==> config.mk <==
export PLATFORM = sky130hd
export DESIGN_NAME = rv_mc_exec_unit
export DESIGN_NICKNAME = d
export VERILOG_FILES = /design/src/rtl/rv_mc_exec_unit.sv
export SDC_FILE = /design/constraint.sdc
export NUM_CORES = 2
export LEC_CHECK = 0
export BUFFER_PORTS_ARGS = -buffer_cell sky130_fd_sc_hd__clkbuf_2
export CORE_ASPECT_RATIO = 1.4
export CORE_MARGIN = 2
export CORE_UTILIZATION = 55
export DETAILED_ROUTE_END_ITERATION = 8
export PLACE_DENSITY = 0.79
export SLEW_MARGIN = 25
export SYNTH_ARGS = -nofsm -noshare
export SYNTH_HDL_FRONTEND = slang
export SYNTH_SLANG_ARGS = --single-unit
export TNS_END_PERCENT = 20
==> constraint.sdc <==
create_clock -name clk -period 7 [get_ports clk]
set_clock_uncertainty 0.15 [all_clocks]
set_input_delay 0.7 -clock clk [delete_from_list [all_inputs] [get_ports clk]]
set_output_delay 0.7 -clock clk [all_outputs]
set_load 0.005 [all_outputs]
==> src/rtl/rv_mc_exec_unit.sv <==
// Execution/control cluster of the RV32I multicycle core: Moore control FSM,
// combinational ALU and the 32-entry register file with x0 tied to zero.
//
// state  | meaning
// IF     | fetch: IR <= mem, PC <= PC + 4
// ID     | decode opcode, choose execute flavour
// EX_R   | ALU on A, B with R-type operation
// EX_I   | ALU on A, I-immediate (load address or I-type op)
// EX_S   | store address A + S-immediate
// EX_J   | link value PC + 0 (PC already holds jal_pc + 4)
// MEM_RD | load read
// MEM_WR | store write
// WB_ALU | write ALUOut to rd; for JAL also redirect PC
// WB_MEM | write MDR to rd
// HALT   | stopped until reset
module rv_mc_exec_unit #(
  parameter int XLEN  = 32,
  parameter int NREGS = 32
) (
  input  logic            clk,
  input  logic            reset,
  input  logic [6:0]      opcode,
  input  logic [2:0]      funct3,
  input  logic [6:0]      funct7,
  input  logic [XLEN-1:0] alu_a,
  input  logic [XLEN-1:0] alu_b,
  output logic [XLEN-1:0] alu_result,
  output logic            zero,
  input  logic [4:0]      rs1,
  input  logic [4:0]      rs2,
  input  logic [4:0]      rd,
  input  logic [XLEN-1:0] write_data,
  output logic [XLEN-1:0] read_data1,
  output logic [XLEN-1:0] read_data2,
  output logic [3:0]      state,
  output logic            mem_read,
  output logic            mem_write,
  output logic            reg_write,
  output logic            ir_write,
  output logic            pc_write,
  output logic            mem_to_reg,
  output logic [1:0]      alu_src_a,
  output logic [1:0]      alu_src_b,
  output logic [1:0]      imm_src,
  output logic [3:0]      alu_control
);

  typedef enum logic [3:0] {
    S_IF = 4'd0, S_ID = 4'd1, S_EX_R = 4'd2, S_EX_I = 4'd3, S_EX_S = 4'd4,
    S_EX_J = 4'd5, S_MEM_RD = 4'd6, S_MEM_WR = 4'd7, S_WB_ALU = 4'd8,
    S_WB_MEM = 4'd9, S_HALT = 4'd10
  } state_t;

  localparam logic [6:0] OP_R   = 7'b0110011;
  localparam logic [6:0] OP_I   = 7'b0010011;
  localparam logic [6:0] OP_LD  = 7'b0000011;
  localparam logic [6:0] OP_S   = 7'b0100011;
  localparam logic [6:0] OP_JAL = 7'b1101111;

  localparam logic [3:0] ALU_ADD = 4'd0, ALU_SUB = 4'd1, ALU_AND = 4'd2,
                         ALU_OR  = 4'd3, ALU_XOR = 4'd4, ALU_SLL = 4'd5,
                         ALU_SRL = 4'd6, ALU_SRA = 4'd7, ALU_SLT = 4'd8,
                         ALU_SLTU = 4'd9;

  state_t cur_state, next_state;
  logic   unused_funct7;

  assign state         = cur_state;
  assign unused_funct7 = ^{funct7[6], funct7[4:0]};

  // funct7[5] picks SUB only for register-register ops; SRA/SRL for both.
  function automatic logic [3:0] alu_decode(input logic [2:0] f3, input logic alt,
                                            input logic is_r);
    case (f3)
      3'b000:  alu_decode = (is_r && alt) ? ALU_SUB : ALU_ADD;
      3'b001:  alu_decode = ALU_SLL;
      3'b010:  alu_decode = ALU_SLT;
      3'b011:  alu_decode = ALU_SLTU;
      3'b100:  alu_decode = ALU_XOR;
      3'b101:  alu_decode = alt ? ALU_SRA : ALU_SRL;
      3'b110:  alu_decode = ALU_OR;
      default: alu_decode = ALU_AND;
    endcase
  endfunction

  always_ff @(posedge clk) begin
    if (reset) cur_state <= S_IF;
    else       cur_state <= next_state;
  end

  always_comb begin
    next_state = S_IF;
    case (cur_state)
      S_IF: next_state = S_ID;
      S_ID: begin
        case (opcode)
          OP_R:        next_state = S_EX_R;
          OP_I, OP_LD: next_state = S_EX_I;
          OP_S:        next_state = S_EX_S;
          OP_JAL:      next_state = S_EX_J;
          default:     next_state = S_HALT;
        endcase
      end
      S_EX_R:   next_state = S_WB_ALU;
      S_EX_I:   next_state = (opcode == OP_LD) ? S_MEM_RD : S_WB_ALU;
      S_EX_S:   next_state = S_MEM_WR;
      S_EX_J:   next_state = S_WB_ALU;
      S_MEM_RD: next_state = S_WB_MEM;
      S_HALT:   next_state = S_HALT;
      default:  next_state = S_IF;
    endcase
  end

  always_comb begin
    mem_read    = 1'b0;
    mem_write   = 1'b0;
    reg_write   = 1'b0;
    ir_write    = 1'b0;
    pc_write    = 1'b0;
    mem_to_reg  = 1'b0;
    alu_src_a   = 2'b00;
    alu_src_b   = 2'b00;
    imm_src     = 2'b00;
    alu_control = ALU_ADD;
    case (cur_state)
      S_IF: begin
        ir_write  = 1'b1;
        pc_write  = 1'b1;
        alu_src_b = 2'b10;
      end
      S_EX_R: begin
        alu_src_a   = 2'b10;
        alu_control = alu_decode(funct3, funct7[5], 1'b1);
      end
      S_EX_I: begin
        alu_src_a   = 2'b10;
        alu_src_b   = 2'b01;
        alu_control = (opcode == OP_LD) ? ALU_ADD : alu_decode(funct3, funct7[5], 1'b0);
      end
      S_EX_S: begin
        alu_src_a = 2'b10;
        alu_src_b = 2'b01;
        imm_src   = 2'b01;
      end
      S_EX_J:   alu_src_b = 2'b11;
      S_MEM_RD: mem_read  = 1'b1;
      S_MEM_WR: mem_write = 1'b1;
      S_WB_ALU: begin
        reg_write = 1'b1;
        if (opcode == OP_JAL) begin
          pc_write  = 1'b1;
          alu_src_b = 2'b01;
          imm_src   = 2'b11;
        end
      end
      S_WB_MEM: begin
        reg_write  = 1'b1;
        mem_to_reg = 1'b1;
      end
      default: ;
    endcase
  end

  always_comb begin
    case (alu_control)
      ALU_ADD:  alu_result = alu_a + alu_b;
      ALU_SUB:  alu_result = alu_a - alu_b;
      ALU_AND:  alu_result = alu_a & alu_b;
      ALU_OR:   alu_result = alu_a | alu_b;
      ALU_XOR:  alu_result = alu_a ^ alu_b;
      ALU_SLL:  alu_result = alu_a << alu_b[4:0];
      ALU_SRL:  alu_result = alu_a >> alu_b[4:0];
      ALU_SRA:  alu_result = $unsigned($signed(alu_a) >>> alu_b[4:0]);
      ALU_SLT:  alu_result = {{(XLEN-1){1'b0}}, $signed(alu_a) < $signed(alu_b)};
      ALU_SLTU: alu_result = {{(XLEN-1){1'b0}}, alu_a < alu_b};
      default:  alu_result = '0;
    endcase
  end

  assign zero = (alu_result == '0);

  logic [XLEN-1:0] regs [NREGS];

  always_ff @(posedge clk) begin
    if (reset) begin
      for (int i = 0; i < NREGS; i++) regs[i] <= '0;
    end else if (reg_write && rd != 5'd0) begin
      regs[rd] <= write_data;
    end
  end

  assign read_data1 = (rs1 == 5'd0) ? '0 : regs[rs1];
  assign read_data2 = (rs2 == 5'd0) ? '0 : regs[rs2];

endmodule

# After elaboration in Yosys (flattened, before gate mapping)
# Memory sizes are Yosys's and may differ from the RTL's.
# Cells that the tools add are included.
dict set report word_totals {
  n_memories 1
  rom_bits 0
  ff_bits 4
  ramBits 1024
  out_inout_bits 117
  latch_bits 0
  input_bits 130
}
# name depth word_bits read_ports rd_clocked_by_memory_dff write_ports line
set memory_table {}
lappend memory_table {regs 32 32 2 0 32 182} ;# logic [XLEN-1:0] regs [NREGS];
dict set report classes {
  magnitude_cmp 2
  mux 32
  eq_ne 30
  n_div 0
  n_mul 0
  shift 3
  bitwise 3
  add_sub_neg 2
  n_reduce_logical 14
}
# cell n
set op_table {}
lappend op_table {{$pmux W32 S10} 1}
lappend op_table {{$mux W32} 3}
lappend op_table {{$pmux W4 S7} 3}
lappend op_table {{$lt A32 B32 Y1} 2}
lappend op_table {{$add A32 B32 Y32} 1}
lappend op_table {{$and A32 B32 Y32} 1}
lappend op_table {{$eq A4 B3 Y1 const B} 8}
lappend op_table {{$logic_not A32 Y1} 1}
lappend op_table {{$or A32 B32 Y32} 1}
lappend op_table {{$reduce_or A32 Y1} 1}
lappend op_table {{$shl A32 B5 Y32} 1}
lappend op_table {{$shr A32 B5 Y32} 1}
lappend op_table {{$sshr A32 B5 Y32} 1}
lappend op_table {{$sub A32 B32 Y32} 1}
lappend op_table {{$xor A32 B32 Y32} 1}
lappend op_table {{$eq A4 B4 Y1 const B} 5}
lappend op_table {{$eq A4 B2 Y1 const B} 4}
lappend op_table {{$pmux W4 S4} 1}
lappend op_table {{$mux W1} 15}
lappend op_table {{$eq A7 B6 Y1 const B} 2}
lappend op_table {{$logic_not A5 Y1} 2}
lappend op_table {{$eq A3 B3 Y1 const B} 3}
lappend op_table {{$eq A4 B1 Y1 const B} 2}
lappend op_table {{$logic_not A4 Y1} 2}
lappend op_table {{other kinds (17)} 23}

# Logic depth before layout (Yosys ltp)
dict set report depth {
  ltp_word 9
  depth_mapped 17
  depth_no_buf 15
}

# Worst setup path before layout
# No wires, ideal clock.
dict set report synth_timing {
  path_kind {input port to output port}
  from {in alu_b[4]}
  to {out zero}
  path_stages 17
  path_buffers 4
  arrival_ps 4790
  slack_ps 1360
  path_cell_list {clkbuf_1 inv_2 buf_1 clkbuf_1 ha_1 clkbuf_1 a21o_1 a221o_1 a211oi_1 o21bai_1 a41o_1 a221o_1 a21o_1 nor4_1 nand3_1 or4_1 nor4_2}
}
dict set report synth_via {
  elab_chain_cells 3
}
# item line
set synth_lines {}
lappend synth_lines {{from (decl)} 26} ;# input logic [XLEN-1:0] alu_b,
lappend synth_lines {{$sub A32 B32 Y32 (tied with other cells)} 167} ;# ALU_SUB: alu_result = alu_a - alu_b;
lappend synth_lines {{$pmux W32 S10 *} 165} ;# case (alu_control)
lappend synth_lines {{net alu_result[18]} 27} ;# output logic [XLEN-1:0] alu_result,
lappend synth_lines {{$logic_not A32 Y1 *} 180} ;# assign zero = (alu_result == '0);
lappend synth_lines {{to (decl)} 28} ;# output logic zero,
# The timed path passes the listed nets; every way through them passes the cells marked *.

# Final worst setup path
dict set report layout_timing {
  from {in alu_a[11]}
  to {out zero}
}
dict set report layout_via {
  elab_chain_cells 3
}
# item line
set layout_lines {}
lappend layout_lines {{from (decl)} 25} ;# input logic [XLEN-1:0] alu_a,
lappend layout_lines {{$sub A32 B32 Y32 (tied with other cells)} 167}
lappend layout_lines {{$pmux W32 S10 *} 165}
lappend layout_lines {{$logic_not A32 Y1 *} 180}
# Mark *: on every way between the ends. The rest lies on a longest branch, timed or not.

==> impl_results.md <==
- Worst EP arrival: 5.82 ns
- Post-DP HPWL: 164,000 um
- Antenna-violating nets left: 0
- H-Tree Depth: 3
- Setup Fix Bufs, Post-CTS: 0
- Most frequent cells in the layout: edfxtp_1, and2_1, mux4_2
- Max-cap violations: 0
- Global-route wire length before repair: 356,000 um
- Worst-path clk slew: 0.06 ns
- Vias in the first global route: 47,211
- Final std cells w/o fill: 6,333
- Die area: 119,000 um^2
- R2R cell count: 8
- Fin crit share: 0.953
- Total CTS buffers: 88
- Critical Path Max Stage Delay: 0.67 ns
- Post-placement cell count: 6,142
- Clock Path Buffers: 3
- Most common cell after layout, fill and taps aside: edfxtp_1
- Via count: 47,085
- Worst Hold Launch: reset
- Cell Chain, Critical Path: clkbuf_2 > inv_1 > ha_1 > inv_1 > o311ai_0 > nand2_1 > and3_1 > a21o_1 > a21oi_1 > o21ai_0 > a2111oi_0 > nor2b_1 > or4_1 > nor4_2 > clkbuf_2
- Least-Margin Pin Slew: 1.12 ns
- Critical path's top delay family: compound AO/OA/AOI/OAI gates
- Power Total: 15.2 mW
- Die height: 407 um
- Routability congestion estimate: 1.10
- Synth unique cells: 95
- Yosys warnings: 0
- Nets: 4,973
- Largest net degree at the start of global routing: 121
- Rel. slew slack: 0.253
- Worst Hold Class: in2reg
- Root Driver: clkbuf_16
- Crit. End Element: output pin
- Hold Path End: state[1]
- CTS sink cnt: 1,028
- Status: completed
- Worst r2r dst: regs[13][18]
- Fmax achieved: 150 MHz
- Cts hold-fix bufs: 0
- Fraction of registers with async set/reset: 0
- Power Density: 217 nW/um^2
- Share of cells above drive strength 1: 0.288
- TNS Setup: 0 ns
- Kind of critical path: in2out
- Final WL: 256,000 um
- Chip width: 292 um
- Tmin final: 6.67 ns
- First-pass iteration count of the detailed router: 7
- GRT Util Overall: 0.433
- DRC: 0
- Initial antenna violation count: 34
- Resized Gates After CTS: 0
- Syn Area/Cell: 13.7 um^2
- Reg2Reg Setup Slack: 2.10 ns
- Synth Instances: 4,657
- TritonCTS clock tree: done
- Slew Limit Fails: 0
- Final hold vios: 0
- Final setup violation count: 0
- Crit start category: primary input
- DRT iter0 DRCs: 6,867
- Clk_lat worst skew: 0.68 ns
- Seq/Total Area, Yosys: 0.483
- Starting Density: 0.555
- Placed inst area: 67,100 um^2
- Row cnt: 147
- Core area: 115,000 um^2
- Port Buffers: 239
- Overflow after GRT: 0
- Worst path slowest cell: o311ai_0
- Unrepaired setup endpoints after global routing: no
- Synthesized flop and latch total: 1,028
- Crit-path max FO: 9
- Post-synth EDFFs: 1,024
- Reg-to-reg startpoint: state[3]
- # IOs: 247
- Worst Path Buf+Inv: 4
- Via-per-instance ratio: 7.43
- Crit path required time: 6.15 ns
- Worst IR drop on VDD: 0.000275 V
- Most used DFF post-synth: edfxtp_1
- Design area: 70,200 um^2
- Synthesized area: 63,800 um^2
- Wire per inst: 40.4 um
- Worst hold path cell count: 2
- Area delta synth->final: 9.90%
- LEAKAGE: 25.9 nW
[synthesized netlist by cell type, types with 6 or more instances]
cell | n | area [um^2]
a2111oi_0 | 11 | 96.3
a211o_1 | 6 | 52.6
a211oi_1 | 30 | 225
a21o_1 | 13 | 97.6
a21oi_1 | 110 | 551
a221o_1 | 10 | 100
a221oi_1 | 15 | 131
a22oi_1 | 9 | 67.6
a31oi_1 | 25 | 156
a32oi_1 | 7 | 61.3
and2_1 | 1002 | 6270
and3_1 | 15 | 93.8
buf_1 | 78 | 293
buf_2 | 32 | 160
buf_4 | 6 | 45.0
clkbuf_1 | 349 | 1310
edfxtp_1 | 1024 | 30700
ha_1 | 97 | 1210
inv_1 | 87 | 327
mux2_2 | 23 | 259
mux2i_1 | 105 | 1050
mux4_2 | 682 | 15400
nand2_1 | 156 | 586
nand2b_1 | 15 | 93.8
nand3_1 | 42 | 210
nand4_1 | 13 | 81.3
nor2_1 | 227 | 852
nor2b_1 | 17 | 106
nor3_1 | 45 | 225
nor4_1 | 23 | 144
nor4b_1 | 8 | 70.1
o2111ai_1 | 13 | 114
o211a_1 | 7 | 70.1
o211ai_1 | 25 | 188
o21a_1 | 10 | 75.1
o21ai_0 | 104 | 521
o21bai_1 | 9 | 67.6
o221a_2 | 7 | 78.8
o221ai_1 | 10 | 87.6
o22ai_1 | 13 | 81.3
o311ai_0 | 7 | 61.3
o31ai_1 | 7 | 52.6
or2_2 | 36 | 225
or3_1 | 12 | 75.1
or4_1 | 8 | 60.1
[metrics by stage]
stage	util	worst slack, ns	hold slack, ns
floorplan	-	1.36	0.444
detailed placement	0.584	0.798	0.559
finish	0.610	0.332	0.228
global placement	0.584	0.785	0.557
global route	0.610	0.327	0.215
CTS	0.609	0.742	0.183
[routing by layer]
layer / global-route usage / part of all wire / vias up / routed length, um
met5: 0.00122 / 0.00058 / - / 149
met2: 0.667 / 0.46 / 4312 / 119000
li1: - / - / 18120 / -
met3: 0.144 / 0.13 / 1371 / 33000
met4: 0.417 / 0.12 / 22 / 29800
met1: 0.466 / 0.29 / 23260 / 74200
[logic make-up (layout without fill, tap and decap cells)]
family                     Yosys count  in the layout  share of synthesized area
DFF                               1028           1028                      0.483
muxes                              810            810                      0.261
and+or+nand+nor                   1647           1647                      0.147
xor gates and xnor gates             5              5                   0.000686
other                                1             64                  0.0000587
adders and majority gates           99             99                     0.0196
AOI/OAI and AO/OA                  506            506                     0.0547
buffers and inverters              561            684                     0.0344
[registers in the layout, indices dropped and copies added, names as in the netlist]
signal and flops:
regs 1024, state 4
[final cells by class]
type / instances / area [um^2]
Fill cell: 8553 / 44800
Timing Repair Buffer: 434 / 2880
Antenna cell: 31 / 77.6
Sequential cell: 1028 / 30800
Tap cell: 1490 / 1860
Multi-Input combinational cell: 3100 / 31300
Inverter: 92 / 345
Clock buffer: 105 / 2330
Clock inverter: 53 / 587
[where the power goes]
part	leakage, nW	switching (mW)	internal, mW
sequential	10.6	0.133	6.99
clock	1.42	2.27	2.83
combinational	13.8	1.88	1.11
total	25.9	4.28	10.9
[worst register-to-register path: stages, from the launching register on]
cell     delay (ns)
dfxtp_1        0.54
nor2b_1        0.35
nand2_1        0.42
nor3b_1        0.59
nand2_1        0.37
nor2_4         0.18
buf_4          0.60
or2_2          0.72
buf_4          0.58
[worst max-delay path by stage]
stage | startpoint | end | slack [ns] | depth (start not counted)
2_1_floorplan | alu_b[4] | zero | 1.36 | 17
3_3_place_gp | alu_b[1] | zero | 0.78 | 15
3_5_place_dp | alu_b[1] | zero | 0.80 | 15
4_1_cts | state[0] | zero | 0.74 | 13
5_1_grt | alu_a[11] | zero | 0.33 | 15
6_report | alu_a[11] | zero | 0.33 | 15
(Power assumes the default switching activity.)
